`config.mk`:
```
export PLATFORM = sky130hd
export DESIGN_NAME = delay_ctrl_debounce
export DESIGN_NICKNAME = d
export VERILOG_FILES = /design/src/rtl/delay_ctrl_pkg.sv /design/src/rtl/sync_2ff.sv /design/src/rtl/delay_ctrl_debounce.sv
export SDC_FILE = /design/constraint.sdc
export NUM_CORES = 1
export LEC_CHECK = 0
export ABC_CLOCK_PERIOD_IN_PS = 2200
export BUFFER_PORTS_ARGS = -buffer_cell sky130_fd_sc_hd__clkbuf_2
export CAP_MARGIN = 20
export CORE_MARGIN = 8
export CORE_UTILIZATION = 35
export DETAILED_ROUTE_END_ITERATION = 12
export PLACE_DENSITY_LB_ADDON = 0.3
export SETUP_SLACK_MARGIN = 0.4
export SLEW_MARGIN = 15
export SYNTH_ARGS = -nofsm -noshare
export SYNTH_HDL_FRONTEND = slang
export SYNTH_SLANG_ARGS = --single-unit
```
`constraint.sdc`:
```
create_clock -name clk_clk -period 2.2 [get_ports clk_clk]
set_clock_uncertainty 0.05 [all_clocks]
set_input_delay 0.33 -clock clk_clk [delete_from_list [all_inputs] [get_ports clk_clk]]
set_output_delay 0.33 -clock clk_clk [all_outputs]
set_load 0.02 [all_outputs]
```
`src/rtl/delay_ctrl_pkg.sv`:
```
// Shared types and constants for the pushbutton-to-PIO conditioning block.
package delay_ctrl_pkg;

   typedef enum logic [1:0] {
      IDLE,
      PRESS_WAIT,
      HELD,
      RELEASE_WAIT
   } dc_state_t;

   localparam int PRESS_CNT_W = 8;

endpackage

```
`src/rtl/sync_2ff.sv`:
```
// Generic two-flop synchroniser for a single asynchronous level input.
module sync_2ff #(
   parameter logic RST_VAL = 1'b0
) (
   input  logic clk_clk,
   input  logic reset_reset,
   input  logic d,
   output logic q
);

   logic meta_p0;

   always_ff @(posedge clk_clk) begin
      if (reset_reset) begin
         meta_p0 <= RST_VAL;
         q       <= RST_VAL;
      end else begin
         meta_p0 <= d;
         q       <= meta_p0;
      end
   end

endmodule

```
`src/rtl/delay_ctrl_debounce.sv`:
```
// Synchronises and debounces a raw pushbutton into a clean delay-control level,
// plus a one-cycle press strobe and a wrapping press counter.
module delay_ctrl_debounce
   import delay_ctrl_pkg::*;
#(
   parameter int DEBOUNCE_CYCLES   = 1000000,
   parameter bit TOGGLE_MODE       = 1'b1,
   parameter bit BUTTON_ACTIVE_LOW = 1'b1
) (
   input  logic                   clk_clk,
   input  logic                   reset_reset,
   input  logic                   button_in,
   output logic                   delay_ctrl_export,
   output logic                   press_pulse,
   output logic [PRESS_CNT_W-1:0] press_count
);

   localparam int               CNT_W    = $clog2(DEBOUNCE_CYCLES);
   localparam logic [CNT_W-1:0] CNT_LAST = CNT_W'(DEBOUNCE_CYCLES - 1);

   logic             btn_sync_p1;
   logic             act;
   dc_state_t        state;
   logic [CNT_W-1:0] cnt;

   // Flops reset to the released level so reset never looks like a press.
   sync_2ff #(
      .RST_VAL (BUTTON_ACTIVE_LOW)
   ) u_sync (
      .clk_clk     (clk_clk),
      .reset_reset (reset_reset),
      .d           (button_in),
      .q           (btn_sync_p1)
   );

   assign act = btn_sync_p1 ^ BUTTON_ACTIVE_LOW;

   always_ff @(posedge clk_clk) begin
      if (reset_reset) begin
         state             <= IDLE;
         cnt               <= '0;
         delay_ctrl_export <= 1'b0;
         press_pulse       <= 1'b0;
         press_count       <= '0;
      end else begin
         press_pulse <= 1'b0;
         case (state)
            IDLE: begin
               if (act) begin
                  state <= PRESS_WAIT;
                  cnt   <= '0;
               end
            end
            PRESS_WAIT: begin
               if (!act) begin
                  state <= IDLE;
                  cnt   <= '0;
               end else if (cnt == CNT_LAST) begin
                  state       <= HELD;
                  press_pulse <= 1'b1;
                  press_count <= press_count + PRESS_CNT_W'(1);
                  if (TOGGLE_MODE) delay_ctrl_export <= ~delay_ctrl_export;
                  else             delay_ctrl_export <= 1'b1;
               end else begin
                  cnt <= cnt + CNT_W'(1);
               end
            end
            HELD: begin
               if (!act) begin
                  state <= RELEASE_WAIT;
                  cnt   <= '0;
               end
            end
            RELEASE_WAIT: begin
               // A bounce here falls back to HELD without re-arming a press.
               if (act) begin
                  state <= HELD;
                  cnt   <= '0;
               end else if (cnt == CNT_LAST) begin
                  state <= IDLE;
                  if (!TOGGLE_MODE) delay_ctrl_export <= 1'b0;
               end else begin
                  cnt <= cnt + CNT_W'(1);
               end
            end
            default: begin
               state <= IDLE;
               cnt   <= '0;
            end
         endcase
      end
   end

endmodule

```
==> results.cfg <==
[logic_synthesis]
synth_top_area_share_pct = 34.0
post_synth_most_frequent_cells = dfxtp_1 (34), nand3_1 (16), nand2_1 (14), nand4_1 (13)
synth.most_common_cell = dfxtp_1
synth_top_family_by_area = simple AND/OR/NAND/NOR gates
synth_compound_area_share_pct = 15.5
netlist_instances = 228
ys_ff_latch = 34
synth-async-reset-ratio_pct = 0
yosys.area_share.xor_xnor_pct = 3.62
seq_area_frac_synth_pct = 34.0
synthAdderAreaFrac_pct = 1.25
synth_nets = 233
synth_mux_area_share_pct = 5.49
synth_cell_types = 53
synth_simple_gate_area_share_pct = 34.3
dominantRegCellSynth = dfxtp_1
avgSynthCellArea_um2 = 8.79
synth_top_area_cell = dfxtp_1
synth_edf_count = 0
netlist_area_mm2 = 0.00200
yosys-top-cells-area = dfxtp_1 (34%), nand4_1 (4.1%), nand3_1 (4.0%), or3_1 (3.4%), a21oi_1 (2.7%)
ys.warnings.count = 0

[clocking]
worstSkewPairLatency_ps = 290
cts_buffer_depth = 2
cts.sinks = 34
root_buffer = clkbuf_8
cts.clk_slew.worst_paths_ps = 70
cts.htree.levels = 2
tritoncts = yes
numCtsBuffers = 5
hold_buffers = 0

[drt]
antenna_left = 0
drt_wl_total_um = 4950
drt_iter0_drc = 102
routedWlPerCell_um = 15.5
dr.pass1.iters = 4
viasPerCell = 5.74
route.detailed.drc = 0
vias = 1832

[die]
dieArea_mm2 = 0.00840
initial_utilization_pct = 36.4
fp.dieH_um = 91.7
core_mm2 = 0.00551
fp.dieW_um = 91.7
ios = 13
core.rowCount = 27

[sta]
fin_setup_tns_ps = 0
slew_headroom_pct = 73.6
timing.final.crit_share_pct = 79.6
hold_viol_final = 0
fmax_mhz = 571
slew_viol_final = 0
rsz0062_at_grt = yes
tightest_slew_ps = 394
setup_viol_count_final = 0
period_needed_ps = 1750

[pwr]
total_power_mw = 1.11
ir_drop_mv = 0.363
leakagePower_nw = 0.819
powerDensity_mw_per_mm2 = 463

[worst_setup_path]
critPathKind = flop to flop
slowest_delay_ps = 530
worst-path-buf-inv = 1
arrival_ps = 1930
start_kind = flop
path_cells = and4_2 > nand2_4 > buf_4 > or4_1 > a21oi_2
cp-end-kind = flop
cp_max_fo = 13
cpMaxStageDelayCell = or4_1
path_delay_family = simple AND/OR/NAND/NOR gates
required_ps = 2380

[placed_design]
gp_congestion = 0.842
dp_cells = 306
portBuffers = 12
dpl.hpwl_um = 3390

[cells_and_area]
nets = 252
syn2layout_area_growth_pct = 19.2
drive_above_1_share_pct = 36.0
fin_cells = 319
diodes = 0

[grt]
grt_use_total_pct = 11.4
grt_pass1_vias = 1695
antenna_found_initial = 0
grt_max_degree = 18
grt_pass1_wl_um = 8040
overflow = 0

[status]
status = complete, no violations

[run]
drv_cap = 0

[min_path]
min_path_type = primary input to flop
## sequential cells by signal, indices dropped and copies added (netlist names), named ones only
signal             cells
delay_ctrl_export      1
cnt                   20
press_count            8
u_sync.meta_p0         1
u_sync.q               1
press_pulse            1
state                  1
## metal layers
metal  vias up  share of wire, %  GRT usage (%)
li1        930                 -              -
met1       868                49           15.1
met2        30                46           17.8
met5         -                 0              0
met3         4               3.1           1.96
met4         0               1.3           4.77
## final timing paths
check / cells after the start / endpoint / slack [ps] / from
setup / recovery: 5 / delay_ctrl_export / 450 / cnt[5]
hold / removal: 2 / u_sync.meta_p0 / 170 / button_in
setup reg to reg: 5 / delay_ctrl_export / 450 / cnt[5]
hold reg to reg: 1 / u_sync.q / 370 / u_sync.meta_p0
## layout make-up
cell class                 count  area, µm²
tap                           72       90.1
clock buffer                   5       68.8
clock inverter                 2       10.0
timing repair buffer          29        191
sequential                    34        714
fill                         551       3120
multi-input combinational    172       1290
inverter                       5       22.5
## worst register-to-register path, delay by kind of cell, from the launching register on
kind / cells / cell delay (ps)
AND/OR/NAND/NOR: 3 / 950
flip-flops: 1 / 370
buffers and inverters: 1 / 190
AO/OA/AOI/OAI: 1 / 140
## cell families (layout without fill, tap and decap cells)
logic type | after synthesis | count (layout)
buffers and inverters | 22 | 41
adders and majority gates | 2 | 2
muxes | 10 | 10
and+or+nand+nor | 112 | 112
xor gates and xnor gates | 5 | 5
AOI/OAI and AO/OA | 43 | 43
DFF | 34 | 34
## what timing repair did
action,4_1_cts,5_1_grt
gates resized for setup,11,33
buffers inserted,3,3
endpoints found under the setup margin,16,21
pin swaps,3,5
## per-stage QoR
step	setup WS (ps)	util, %	area, µm²	hold slack, ps
global route	368	43.4	2390	173
detailed placement	291	38.8	2140	353
global placement	321	38.8	2140	355
finish	449	43.4	2390	175
floorplan	527	-	2000	339
CTS	402	41.1	2270	170
## power by group
| group | switching, mW | internal [mW] |
|---|---|---|
| combinational | 0.0342 | 0.0206 |
| sequential | 0.00428 | 0.612 |
| clock | 0.223 | 0.212 |
| total | 0.262 | 0.845 |
## placed cells by master (no fill, tap or decap), types with 4 or more instances in the layout
cell	netlist	final
a21oi_1	11	10
nand3_1	16	16
dfxtp_2	0	12
nand4_1	13	13
clkbuf_8	0	5
nor3_1	6	6
mux2i_1	5	5
or3_1	11	10
o21ai_0	4	4
mux2_2	4	4
or4_1	7	7
buf_4	4	16
o31ai_1	5	5
dfxtp_1	34	17
nand2_1	14	13
or2_2	6	6
nor2_1	9	8
clkbuf_2	0	12
dfxtp_4	0	5
inv_1	5	4
Power figures use the tool's default switching activity.
